===== config.mk =====
export PLATFORM = sky130hd
export DESIGN_NAME = rx_read_ctrl_flat
export DESIGN_NICKNAME = d
export VERILOG_FILES = /design/src/rtl/dma_pkg.sv /design/src/rtl/rx_read_ctrl_if.sv /design/src/rtl/credit_cnt.sv /design/src/rtl/rx_read_ctrl.sv /design/src/flat_wrapper.sv
export SDC_FILE = /design/constraint.sdc
export NUM_CORES = 1
export LEC_CHECK = 0
export CORE_ASPECT_RATIO = 1.2
export CORE_UTILIZATION = 45
export DETAILED_ROUTE_END_ITERATION = 16
export PLACE_DENSITY = 0.74
export SYNTH_ARGS = -nofsm -noshare
export SYNTH_HDL_FRONTEND = slang
export SYNTH_HIERARCHICAL = 1
export SYNTH_SLANG_ARGS = --single-unit

===== constraint.sdc =====
create_clock -name clk -period 3.2 [get_ports clk]
set_input_delay 0.48 -clock clk [delete_from_list [all_inputs] [get_ports clk]]
set_output_delay 0.48 -clock clk [all_outputs]
set_load 0.05 [all_outputs]

===== src/rtl/dma_pkg.sv =====
`default_nettype none
`timescale 1ns/1ps
// ============================================================================
//  Module   : dma_pkg
//  Purpose  : Shared types and constants for the RX read-command path.
//             Holds the controller state encoding, the read line size and
//             the width of the per-transfer line counter.
//  Revision : 1.0 - initial release
// ============================================================================
package dma_pkg;

    typedef enum logic [1:0] {
        ST_IDLE  = 2'd0,
        ST_ISSUE = 2'd1,
        ST_DRAIN = 2'd2,
        ST_DONE  = 2'd3
    } state_t;

    localparam int LINE_BYTES = 128;
    localparam int LINE_SHIFT = 7;
    localparam int LINES_W    = 26;

    // Number of 128-byte lines touched by a transfer starting at byte
    // 'offset' inside its first line. The sum needs 33 bits so that a
    // maximal size plus offset plus rounding cannot overflow.
    function automatic logic [LINES_W-1:0] calc_lines(
        input logic [6:0]  offset,
        input logic [31:0] size
    );
        return LINES_W'((33'(offset) + 33'(size) + 33'(LINE_BYTES - 1)) >> LINE_SHIFT);
    endfunction

endpackage

`default_nettype wire


===== src/rtl/rx_read_ctrl_if.sv =====
`default_nettype none
`timescale 1ns/1ps
// ============================================================================
//  Module   : rx_read_ctrl_if
//  Purpose  : Bundles the descriptor, read-command, credit and aligner
//             signals of rx_read_ctrl.
//  Ports    : desc_val_i/desc_rdy_o/desc_addr_i/desc_size_i - descriptor
//             offset_o/rx_size_o                           - to aligner
//             cmd_val_o/cmd_addr_o/cmd_tag_o               - read commands
//             credit_i                                     - credit return
//             align_eop_i                                  - aligner EOP
//             busy_o/done_o/err_o                          - status
//  Revision : 1.0 - initial release
// ============================================================================
interface rx_read_ctrl_if #(
    parameter int TAG_W = 8
);
    logic             desc_val_i;
    logic             desc_rdy_o;
    logic [0:63]      desc_addr_i;
    logic [0:31]      desc_size_i;
    logic [0:6]       offset_o;
    logic [0:31]      rx_size_o;
    logic             cmd_val_o;
    logic [0:63]      cmd_addr_o;
    logic [0:TAG_W-1] cmd_tag_o;
    logic             credit_i;
    logic             align_eop_i;
    logic             busy_o;
    logic             done_o;
    logic             err_o;

    modport master (
        output desc_val_i, desc_addr_i, desc_size_i, credit_i, align_eop_i,
        input  desc_rdy_o, offset_o, rx_size_o, cmd_val_o, cmd_addr_o,
               cmd_tag_o, busy_o, done_o, err_o
    );

    modport slave (
        input  desc_val_i, desc_addr_i, desc_size_i, credit_i, align_eop_i,
        output desc_rdy_o, offset_o, rx_size_o, cmd_val_o, cmd_addr_o,
               cmd_tag_o, busy_o, done_o, err_o
    );
endinterface

`default_nettype wire


===== src/rtl/credit_cnt.sv =====
`default_nettype none
`timescale 1ns/1ps
// ============================================================================
//  Module   : credit_cnt
//  Purpose  : Outstanding read-command credit counter. Starts full, one
//             credit consumed per take, one returned per give. A give with
//             the counter already full is dropped and latches err.
//  Ports    : clk, reset (sync, active-high), take, give -> avail, err
//  Revision : 1.0 - initial release
// ============================================================================
module credit_cnt #(
    parameter int CREDITS = 8
) (
    input  wire logic clk,
    input  wire logic reset,
    input  wire logic take,
    input  wire logic give,
    output logic      avail,
    output logic      err
);
    localparam int              c_CW   = $clog2(CREDITS + 1);
    localparam logic [c_CW-1:0] c_FULL = c_CW'(CREDITS);
    localparam logic [c_CW-1:0] c_ONE  = c_CW'(1);

    logic [c_CW-1:0] r_count;
    logic            r_err;

    always_ff @(posedge clk) begin
        if (reset) begin
            r_count <= c_FULL;
            r_err   <= 1'b0;
        end else begin
            case ({take, give})
                2'b10: begin
                    if (r_count != '0) begin
                        r_count <= r_count - c_ONE;
                    end
                end
                2'b01: begin
                    if (r_count == c_FULL) begin
                        r_err <= 1'b1;
                    end else begin
                        r_count <= r_count + c_ONE;
                    end
                end
                default: begin
                    // Both or neither: net change is zero.
                end
            endcase
        end
    end

    assign avail = (r_count != '0);
    assign err   = r_err;

endmodule

`default_nettype wire


===== src/rtl/rx_read_ctrl.sv =====
`default_nettype none
`timescale 1ns/1ps
// ============================================================================
//  Module   : rx_read_ctrl
//  Purpose  : Splits a transfer descriptor into 128-byte aligned read
//             commands, paced by returned credits, then waits for the
//             aligner end-of-packet before signalling completion.
//  Ports    : clk, reset (sync, active-high)
//             bus (rx_read_ctrl_if.slave) - descriptor, command, credit,
//             aligner and status signals
//  Revision : 1.0 - initial release
// ============================================================================
module rx_read_ctrl
    import dma_pkg::*;
#(
    parameter int CREDITS = 8,
    parameter int TAG_W   = 8
) (
    input  wire logic     clk,
    input  wire logic     reset,
    rx_read_ctrl_if.slave bus
);
    state_t             r_state;
    state_t             w_state_nxt;
    logic [0:6]         r_offset;
    logic [0:31]        r_size;
    logic [0:63]        r_addr;
    logic [0:TAG_W-1]   r_tag;
    logic [LINES_W-1:0] r_lines;

    logic w_accept;
    logic w_issue;
    logic w_avail;
    logic w_err;

    credit_cnt #(
        .CREDITS (CREDITS)
    ) u_credit_cnt (
        .clk   (clk),
        .reset (reset),
        .take  (w_issue),
        .give  (bus.credit_i),
        .avail (w_avail),
        .err   (w_err)
    );

    always_ff @(posedge clk) begin
        if (reset) begin
            r_state <= ST_IDLE;
        end else begin
            r_state <= w_state_nxt;
        end
    end

    always_comb begin
        w_state_nxt = r_state;
        w_accept    = 1'b0;
        w_issue     = 1'b0;
        case (r_state)
            ST_IDLE: begin
                w_accept = bus.desc_val_i;
                if (bus.desc_val_i) begin
                    w_state_nxt = ST_ISSUE;
                end
            end
            ST_ISSUE: begin
                w_issue = w_avail;
                // r_lines counts lines still to issue, including this one.
                if (w_avail && (r_lines <= LINES_W'(1))) begin
                    w_state_nxt = ST_DRAIN;
                end
            end
            ST_DRAIN: begin
                if (bus.align_eop_i) begin
                    w_state_nxt = ST_DONE;
                end
            end
            ST_DONE: begin
                w_state_nxt = ST_IDLE;
            end
            default: begin
                w_state_nxt = ST_IDLE;
            end
        endcase
    end

    always_ff @(posedge clk) begin
        if (reset) begin
            r_offset <= '0;
            r_size   <= '0;
            r_addr   <= '0;
            r_tag    <= '0;
            r_lines  <= '0;
        end else if (w_accept) begin
            r_offset <= bus.desc_addr_i[57:63];
            r_size   <= bus.desc_size_i;
            r_addr   <= {bus.desc_addr_i[0:56], 7'b0};
            r_tag    <= '0;
            r_lines  <= calc_lines(bus.desc_addr_i[57:63], bus.desc_size_i);
        end else if (w_issue) begin
            // Address and tag both wrap naturally at their widths.
            r_addr  <= r_addr + 64'(LINE_BYTES);
            r_tag   <= r_tag + TAG_W'(1);
            r_lines <= r_lines - LINES_W'(1);
        end
    end

    assign bus.desc_rdy_o = (r_state == ST_IDLE);
    assign bus.busy_o     = (r_state != ST_IDLE);
    assign bus.done_o     = (r_state == ST_DONE);
    assign bus.cmd_val_o  = w_issue;
    assign bus.cmd_addr_o = r_addr;
    assign bus.cmd_tag_o  = r_tag;
    assign bus.offset_o   = r_offset;
    assign bus.rx_size_o  = r_size;
    assign bus.err_o      = w_err;

endmodule

`default_nettype wire

===== src/flat_wrapper.sv =====
// flat-port wrapper written by rule: the top's interface ports become plain ports
module rx_read_ctrl_flat import dma_pkg::*;
#(
    parameter int CREDITS = 8,
    parameter int TAG_W   = 8
)
  (clk, reset, bus_desc_val_i, bus_desc_addr_i, bus_desc_size_i, bus_credit_i, bus_align_eop_i, bus_desc_rdy_o, bus_offset_o, bus_rx_size_o, bus_cmd_val_o, bus_cmd_addr_o, bus_cmd_tag_o, bus_busy_o, bus_done_o, bus_err_o);
  rx_read_ctrl_if #(.TAG_W(TAG_W)) bus_i ();
  input  wire logic clk;
  input  wire logic reset;
  input wire logic [$bits(bus_i.desc_val_i)-1:0] bus_desc_val_i;
  input wire logic [$bits(bus_i.desc_addr_i)-1:0] bus_desc_addr_i;
  input wire logic [$bits(bus_i.desc_size_i)-1:0] bus_desc_size_i;
  input wire logic [$bits(bus_i.credit_i)-1:0] bus_credit_i;
  input wire logic [$bits(bus_i.align_eop_i)-1:0] bus_align_eop_i;
  output wire logic [$bits(bus_i.desc_rdy_o)-1:0] bus_desc_rdy_o;
  output wire logic [$bits(bus_i.offset_o)-1:0] bus_offset_o;
  output wire logic [$bits(bus_i.rx_size_o)-1:0] bus_rx_size_o;
  output wire logic [$bits(bus_i.cmd_val_o)-1:0] bus_cmd_val_o;
  output wire logic [$bits(bus_i.cmd_addr_o)-1:0] bus_cmd_addr_o;
  output wire logic [$bits(bus_i.cmd_tag_o)-1:0] bus_cmd_tag_o;
  output wire logic [$bits(bus_i.busy_o)-1:0] bus_busy_o;
  output wire logic [$bits(bus_i.done_o)-1:0] bus_done_o;
  output wire logic [$bits(bus_i.err_o)-1:0] bus_err_o;
  assign bus_i.desc_val_i = bus_desc_val_i;
  assign bus_i.desc_addr_i = bus_desc_addr_i;
  assign bus_i.desc_size_i = bus_desc_size_i;
  assign bus_i.credit_i = bus_credit_i;
  assign bus_i.align_eop_i = bus_align_eop_i;
  assign bus_desc_rdy_o = bus_i.desc_rdy_o;
  assign bus_offset_o = bus_i.offset_o;
  assign bus_rx_size_o = bus_i.rx_size_o;
  assign bus_cmd_val_o = bus_i.cmd_val_o;
  assign bus_cmd_addr_o = bus_i.cmd_addr_o;
  assign bus_cmd_tag_o = bus_i.cmd_tag_o;
  assign bus_busy_o = bus_i.busy_o;
  assign bus_done_o = bus_i.done_o;
  assign bus_err_o = bus_i.err_o;
  rx_read_ctrl #(.CREDITS(CREDITS), .TAG_W(TAG_W)) u_core (.clk(clk), .reset(reset), .bus(bus_i));
endmodule

==> results of run 1 <==
==> state kept, by name, summed over array words and instances, names as in the netlist <==
register	count
u_core/u_credit_cnt/err	1
u_core/bus.offset_o	7
u_core/bus.cmd_addr_o	57
u_core/u_credit_cnt/r_count	4
u_core/bus.cmd_tag_o	8
u_core/r_state	2
u_core/r_lines	26
u_core/bus.rx_size_o	32
==> area by class of cell <==
cell class,instances,share of cell area [%]
Clock inverter,14,1.32
Tap cell,208,2.54
Sequential cell,137,26.8
Multi-Input combinational cell,686,41.4
Inverter,43,1.58
Timing Repair Buffer,226,22.1
Clock buffer,18,4.29
==> through the flow <==
stage	hold slack (ns)	utilization [%]	power, W	worst slack, ns	instance area, sq um
global route	0.474	64.7	0.00885	0.0451	10200
detailed placement	0.446	61.1	0.00650	0.0652	9670
floorplan	0.496	-	0.00528	0.195	7400
CTS	0.453	64.7	0.00844	0.177	10200
finish	0.451	64.7	0.00839	0.222	10200
global placement	0.440	61.1	0.00645	0.105	9670
==> cell usage after synthesis (4+ instances only) <==
| master | instances |
|---|---|
| sky130_fd_sc_hd__nor4_1 | 18 |
| sky130_fd_sc_hd__nand2_1 | 120 |
| sky130_fd_sc_hd__a21oi_1 | 49 |
| sky130_fd_sc_hd__and4_1 | 7 |
| sky130_fd_sc_hd__or3_1 | 11 |
| sky130_fd_sc_hd__inv_1 | 43 |
| sky130_fd_sc_hd__dfxtp_1 | 137 |
| sky130_fd_sc_hd__and3_1 | 9 |
| sky130_fd_sc_hd__nand3_1 | 29 |
| sky130_fd_sc_hd__xnor2_1 | 70 |
| sky130_fd_sc_hd__o21ai_0 | 17 |
| sky130_fd_sc_hd__ha_1 | 22 |
| sky130_fd_sc_hd__nand2b_1 | 5 |
| sky130_fd_sc_hd__buf_4 | 8 |
| sky130_fd_sc_hd__a311oi_1 | 8 |
| sky130_fd_sc_hd__nor4b_1 | 4 |
| sky130_fd_sc_hd__nor3b_1 | 7 |
| sky130_fd_sc_hd__buf_1 | 6 |
| sky130_fd_sc_hd__clkbuf_1 | 46 |
| sky130_fd_sc_hd__nand4_1 | 22 |
| sky130_fd_sc_hd__nor3_1 | 37 |
| sky130_fd_sc_hd__nor2_1 | 102 |
| sky130_fd_sc_hd__xor2_1 | 34 |
| sky130_fd_sc_hd__a211oi_1 | 64 |
==> worst max-delay path: cells and delay by family (launching register included) <==
kind,cells,cell delay (ns)
buf+inv,3,0.97
simple gates,3,0.75
flops,1,0.36
==> logic make-up (layout without fill, tap and decap cells) <==
logic type | Yosys count | after routing | share of synthesized area [%]
and+or+nand+nor | 390 | 390 | 25.5
AOI/OAI and AO/OA | 160 | 160 | 14.7
DFF | 137 | 137 | 37.2
xor gates and xnor gates | 105 | 105 | 12.6
buffers and inverters | 104 | 301 | 5.80
adders and majority gates | 23 | 23 | 4.00
other | 1 | 7 | 0.0509
muxes | 1 | 1 | 0.136
==> worst min-delay path by stage <==
stage,start,to,slack (ns),cells past startpoint
3_3_place_gp,u_core/bus.rx_size_o[31],u_core/bus.rx_size_o[31],0.44,2
5_1_grt,u_core/bus.rx_size_o[5],u_core/bus.rx_size_o[5],0.47,2
4_1_cts,u_core/bus.rx_size_o[31],u_core/bus.rx_size_o[31],0.45,2
3_5_place_dp,u_core/bus.rx_size_o[8],u_core/bus.rx_size_o[8],0.45,2
6_report,u_core/bus.rx_size_o[31],u_core/bus.rx_size_o[31],0.45,2
2_1_floorplan,u_core/u_credit_cnt/r_count[1],u_core/u_credit_cnt/r_count[1],0.50,2
==> power groups by stage <==
stage / Combinational (W) / Clock [W] / Sequential (W)
after CTS: 0.00390 / 0.00195 / 0.00258
final: 0.00390 / 0.00191 / 0.00258
after floorplan: 0.00173 / 0 / 0.00355
after global routing: 0.00417 / 0.00203 / 0.00265
after detailed placement: 0.00389 / 0 / 0.00261
after global placement: 0.00385 / 0 / 0.00260
==> layer usage <==
layer | track usage (%) | vias to the layer above | part of all wire, % | wire length, um
met5 | 0 | - | 0 | 0
met4 | 8.86 | 0 | 2.4 | 479
met3 | 5.89 | 31 | 5.7 | 1140
met2 | 38.0 | 217 | 47 | 9400
met1 | 29.4 | 3205 | 45 | 8900
li1 | - | 3578 | - | -
==> results.txt, run 1 <==
The worst-case clock skew is 0.00783 ns. By area the synthesized netlist is led by sky130_fd_sc_hd__dfxtp_1, sky130_fd_sc_hd__xnor2_1, sky130_fd_sc_hd__a211oi_1, sky130_fd_sc_hd__nand2_1, sky130_fd_sc_hd__nor2_1. The effective utilization at floorplan came out at 46.6%. The final period demand of the worst path came out at 2.98 ns. Summing all multi-input logic gate instances after layout gives 4240 sq um. The number of antenna violations at the first check in global routing came out at 0. sky130_fd_sc_hd__dfxtp_1 takes more of the synthesized area than any other cell.

The run finished with clean final reports. The cell depth of the worst flop-to-flop path came out at 10. The total number of vias is 7031.

On the worst path, the slowest cell contributes a delay of 0.71 ns. The worst slew margin relative to its limit came out at 41.2%. The per-cell via count in the routed design is 5.28.

Summed over all failing endpoints, the final setup total negative slack is 0 ns. The post-detailed-route DRC marker count came out at 0. The residual antenna-violating net count after detailed routing came out at 0. In this run, flip-flops and latches consume 30.8% of the power. The part of the power in the clock network is 22.8%. The synthesis-to-layout area growth is 39.0%. The overall fraction of global-route tracks in use is 23.2%.

The CTS buffer count is 17. The combined area of all synthesized cells is 7370 sq um. For the pin with the worst max-slew slack, the measured transition is 0.882 ns. The worst setup path is launched from a register. The power density normalized to cell area came out at 819 nW/um^2. The number of failing hold endpoints at the final stage came out at 0. In the layout the commonest cells are sky130_fd_sc_hd__clkdlybuf4s50_1, sky130_fd_sc_hd__dfxtp_1, sky130_fd_sc_hd__nand2_1.

The portion of synthesized cell area occupied by the leading cell type is 37.2%. The commonest non-fill, non-tap cell in the layout is sky130_fd_sc_hd__clkdlybuf4s50_1. The placer congestion estimate is 0.832.

The vertical die dimension came out at 142 um. For this run, the leading register cell type out of synthesis is sky130_fd_sc_hd__dfxtp_1. Among all stages on the critical path, the largest delay is contributed by sky130_fd_sc_hd__clkdlybuf4s50_1.

The share of power burned in combinational logic is 46.4%. The die area came out at 16900 sq um. The number of different library cells in the post-synthesis netlist came out at 57. Counting the fill cells in the layout gives 1423. The total placed cells including tap cells is 1300. The via count of the first global-routing pass is 6359. Setup repair after global routing left no endpoint under its margin. The antenna diode count came out at 0. In the final layout, the share of cells above drive strength 1 is 6.05%. The count of mapped cells out of synthesis came out at 921. The H-tree was split into 4 levels. After detailed routing, the total wire length is 19900 um. The buffer depth of the longest clock path is 2.

The startpoint of the most critical setup path is u_core/u_credit_cnt/r_count[0]. Entering global routing, the biggest net connects 82 pins. The half-perimeter wire length of the detailed placement result came out at 14200 um. The final setup violation count came out at 0.

For this run, the post-layout net count is 1235. The clock input transition at the sequential cells of the worst setup and hold paths is 0.06 ns. The max-cap check violation count came out at 0. For this run, the detailed router's first-pass iteration total came to 5. The cell leakage power came out at 3.68 nW.

The quantity of I/O buffers inserted on ports came out at 209. The width of the die came out at 119 um. In this run the worst hold path is classified as reg -> reg.

The signal on the critical path passes through nor3_2 -> nand2_1 -> nand2_1 -> inv_1 -> buf_4 -> clkdlybuf4s50_1. The total number of clock tree sinks is 137. The arrival time at the worst endpoint is 2.50 ns. For this run, the number of Yosys warnings is 6. The first routing iteration left 480 violations. Clock tree synthesis selected as its root buffer the cell sky130_fd_sc_hd__clkbuf_16. The max-slew violation count is 0. The wire length per cell came out at 15.0 um. The number of core rows came out at 50. The startpoint identified for the worst register-to-register timing path is u_core/u_credit_cnt/r_count[0].

Summing all flip-flop and latch instances after layout gives 2740 sq um. The type of the setup path with the least slack is reg -> out. The worst-case IR drop observed on VDD is 0.522 mV.

The first global-routing pass estimated 31700 um of wire. The worst endpoint required time came out at 2.72 ns. Static timing analysis puts the maximum clock frequency at 0.336 GHz. 217 I/O pins were placed. The mean post-synth cell area came out at 8.01 sq um. The count of state elements after synthesis is 137. For flop-to-flop paths, the worst setup slack is 0.46 ns. For this run the aggregate overflow at the end of global routing stands at 0. The clock tree from TritonCTS is done. The internal power summed over all cells is 0.00467 W. The post-route fraction of the period consumed by the critical path came out at 93.1%. Following the worst setup path forward leads to its endpoint at bus_cmd_val_o.

The worst register-to-register path ends at u_core/u_credit_cnt/r_count[3]. For the worst-skew pair, the clock arrives at the later sink with an insertion delay of 0.42 ns. The most common cell type on the critical path is sky130_fd_sc_hd__nand2_1. The number of setup buffers added after CTS is 0. The switching power as a share of total power is 44.3%.

The largest fanout on the critical path is 13. The final cell count without fillers came out at 1332. In this run, post-CTS hold repair placed 0 buffers. The core outline area is 15800 sq um. The net switching power came out at 0.00372 W.

The quantity of gates resized following cts came out at 0. The number of enable-type register cells in the synthesized netlist is 0. The part of the Yosys area used for sequential elements is 37.2%. The critical path capture point type is a primary output. For this run, asynchronously set or reset flops after synthesis account for 0%.
No activity file was read; power rests on OpenSTA's default activity.
==> run 2: changes to the inputs <==
--- a/config.mk
+++ b/config.mk
@@ -9,6 +9,7 @@
 export CORE_UTILIZATION = 45
 export DETAILED_ROUTE_END_ITERATION = 16
 export PLACE_DENSITY = 0.74
+export SKIP_LAST_GASP = 1
 export SYNTH_ARGS = -nofsm -noshare
 export SYNTH_HDL_FRONTEND = slang
 export SYNTH_HIERARCHICAL = 1
==> results of run 2 <==
Final layout, timing and power as in run 1 (identical DEF).
==> run 3: changes to the inputs <==
==> constraint.sdc (replaced) <==
create_clock -name clk -period 3.35 [get_ports clk]
set_input_delay 0.5025 -clock clk [delete_from_list [all_inputs] [get_ports clk]]
set_output_delay 0.5025 -clock clk [all_outputs]
set_load 0.05 [all_outputs]
==> run 3 against run 2 <==
- non-clock buffer count shrank 2
- register-to-register slack gained 0.12 ns
- combinational power shrank 5%
- clock power is essentially flat
- critical path depth is the same
- worst setup slack gained 0.12 ns
- sequential power shrank 4%
- utilization is essentially flat
- hold slack is essentially flat
==> results.txt, run 3 (synthesis gave the netlist of run 1 again) <==
In this run the worst path has a maximum fanout of 13. Across the VDD grid, the largest voltage drop is 0.427 mV. The die area came out at 16900 sq um.

The wire length of the first global-routing pass came out at 32200 um. The total wire length is 20000 um. The library cell used as clock root buffer is sky130_fd_sc_hd__clkbuf_16. The via count of the first global-routing pass was 6548. For this design, the slowest cell found on the critical path is sky130_fd_sc_hd__clkdlybuf4s50_1. The flip-flop count of the largest register, all copies and words added came out at 57. The total area inside the core boundary comes to 15800 sq um. The number of logic stages on the critical path including buffering came out at 6. The placer congestion estimate came out at 0.850. The critical path goes through nor3_2 -> nand2_1 -> nand2_1 -> inv_1 -> buf_4 -> clkdlybuf4s50_1. The final period demand of the worst path came out at 3.01 ns. The nature of the critical path startpoint is a register. The number of ports placed on the die boundary is 217. After legalization and detailed placement, the total HPWL measured 14100 um.

The area growth from synthesis to layout is 39.0%. The number of setup buffers added after CTS is 0. The CTS buffer count came out at 17.

Total power for the finished layout comes to 0.00810 W. The final setup violation count is 0. The total overflow reported by the global router is 0.

The antenna diode count came out at 0. The power density normalized to cell area came out at 790 nW/um^2. For this run, design rule violations remaining after detail routing come to 0. At the pin with the least slew margin, the transition time is 1.00 ns.

The placed cell area is 9650 sq um. Dividing the detail-routed wire length by the instance count gives 15.1 um. The quantity of I/O buffers inserted on ports came out at 209.

Before antenna repair, the detailed router went through 4 iterations. The destination of the worst register-to-register timing path is u_core/u_credit_cnt/r_count[3]. The peak clock frequency supported by timing is 0.333 GHz. The number of placed instances, taps included, is 1298. The combined buffer and inverter count along the critical path came out at 3. The setup TNS is 0 ns. In this run the worst setup path begins at u_core/u_credit_cnt/r_count[0]. The library cell used most frequently in the layout, excluding fill and tap cells, is sky130_fd_sc_hd__clkdlybuf4s50_1. The total number of clock tree sinks came out at 137.

The cell family with the largest share of critical-path delay is buffers and inverters. The cell leakage power is 3.67 nW. Clock-pin slew was measured on the worst setup and hold paths at 0.06 ns. The finished cells cover 10200 sq um. The total of hold buffers inserted after clock tree synthesis is 0. Setup slack on the worst reg-to-reg path comes out at 0.58 ns.

The fraction of layout cells with a size suffix above 1 is 5.71%. The per-cell via count in the routed design came out at 5.32. The type of the tightest min-delay check is reg -> reg. The buffer depth of the longest clock path came out at 2.

The critical path is of the reg -> out type. The worst slew margin relative to its limit is 33.1%. The effective utilization at floorplan is 46.6%. STA classifies the critical path endpoint as a primary output.

In this run the critical register-to-register path is launched from u_core/u_credit_cnt/r_count[0]. The quantity of gates resized following cts is 0. The number of cells on the worst reg-to-reg path is 11. The residual antenna-violating net count after detailed routing is 0. The die is 119 um wide. The arrival time at the worst endpoint is 2.50 ns. The H-tree was split into 4 levels.

The total number of nets in the final design came out at 1233. The run finished with clean final reports. The pin count of the biggest net entering global routing is 127. The number of failing hold endpoints at the final stage came out at 0. TritonCTS built the clock tree. The die is 142 um tall.

Following the worst setup path forward leads to its endpoint at bus_cmd_val_o. The worst endpoint required time is 2.85 ns. The finished layout holds 1329 standard cells, fillers aside. The number of antenna violations at the first check in global routing is 0.

The max-cap check violation count is 0. The total number of vias came out at 7068. For this block, the initial DRC count from the detailed router was 464.

The highest cell delay on the worst timing path came out at 0.72 ns. The worst-case clock skew is 0.00901 ns. For this run, the total global-route usage over all layers was measured as 23.8%. Setup repair after global routing left no endpoint under its margin. Counting stages on the worst path, the most repeated cell is sky130_fd_sc_hd__nand2_1. The post-route fraction of the period consumed by the critical path came out at 89.7%.

The library cells used most frequently in the layout, excluding fill and tap cells, are sky130_fd_sc_hd__clkdlybuf4s50_1, sky130_fd_sc_hd__dfxtp_1, sky130_fd_sc_hd__nand2_1. In this run the core area contains 50 standard-cell rows. The clock latency on the worst-skew pair came out at 0.42 ns. The max-slew violation count was 0.
run 3: cell count changes in the layout (fill, tap and decap cells not counted):
cell and change:
sky130_fd_sc_hd__buf_12 -1, sky130_fd_sc_hd__buf_4 -1, sky130_fd_sc_hd__bufinv_16 +2, sky130_fd_sc_hd__clkbuf_1 +1, sky130_fd_sc_hd__clkbuf_8 +1, sky130_fd_sc_hd__clkinv_4 -1, sky130_fd_sc_hd__clkinvlp_4 +3, sky130_fd_sc_hd__inv_6 -7
run 3: power by group:
group / internal [W] / switching (W)
Combinational: 0.00135 / 0.00236
Clock: 0.00121 / 0.000721
Sequential: 0.00205 / 0.000414
Total: 0.00460 / 0.00349
run 3: how the worst min path moves through the flow:
stage                                               from  slack, ns                             end  cells after the start
final                           u_core/bus.rx_size_o[28]       0.45        u_core/bus.rx_size_o[28]                      2
after global routing             u_core/bus.rx_size_o[5]       0.48         u_core/bus.rx_size_o[5]                      2
after CTS                         u_core/bus.offset_o[4]       0.45          u_core/bus.offset_o[4]                      2
after detailed placement         u_core/bus.rx_size_o[0]       0.45         u_core/bus.rx_size_o[0]                      2
after global placement          u_core/bus.rx_size_o[28]       0.44        u_core/bus.rx_size_o[28]                      2
after floorplan           u_core/u_credit_cnt/r_count[1]       0.50  u_core/u_credit_cnt/r_count[1]                      2
run 3: cell type report:
cell class | count | area (sq um)
fill | 1392 | 5580
multi-input combinational | 686 | 4240
sequential | 137 | 2740
timing repair buffer | 224 | 2240
clock buffer | 20 | 457
tap | 208 | 260
inverter | 43 | 161
clock inverter | 11 | 148
run 3: worst reg2reg max path, cell delays in order, from the launching register on:
cell and delay (ns):
sky130_fd_sc_hd__dfxtp_1 0.36, sky130_fd_sc_hd__nor3_2 0.34, sky130_fd_sc_hd__nand2_1 0.25, sky130_fd_sc_hd__nand2_1 0.16, sky130_fd_sc_hd__inv_1 0.06, sky130_fd_sc_hd__and2b_1 0.28
sky130_fd_sc_hd__inv_1 0.12, sky130_fd_sc_hd__ha_1 0.34, sky130_fd_sc_hd__a21oi_1 0.13, sky130_fd_sc_hd__a2111o_1 0.42, sky130_fd_sc_hd__o311ai_1 0.10, sky130_fd_sc_hd__a211oi_1 0.07
run 3: metrics by stage:
step / util [%] / setup WS [ns] / hold WS, ns
after floorplan: - / 0.345 / 0.496
after global placement: 60.9 / 0.263 / 0.441
after detailed placement: 60.9 / 0.226 / 0.447
after CTS: 64.8 / 0.304 / 0.454
after global routing: 64.8 / 0.184 / 0.479
final: 64.8 / 0.345 / 0.452
run 3: routing by layer:
| metal | global-route usage (%) | part of all wire [%] |
|---|---|---|
| met1 | 29.5 | 44 |
| met2 | 39.2 | 47 |
| met3 | 6.41 | 5.8 |
| met4 | 9.19 | 2.7 |
| met5 | 0 | 0 |
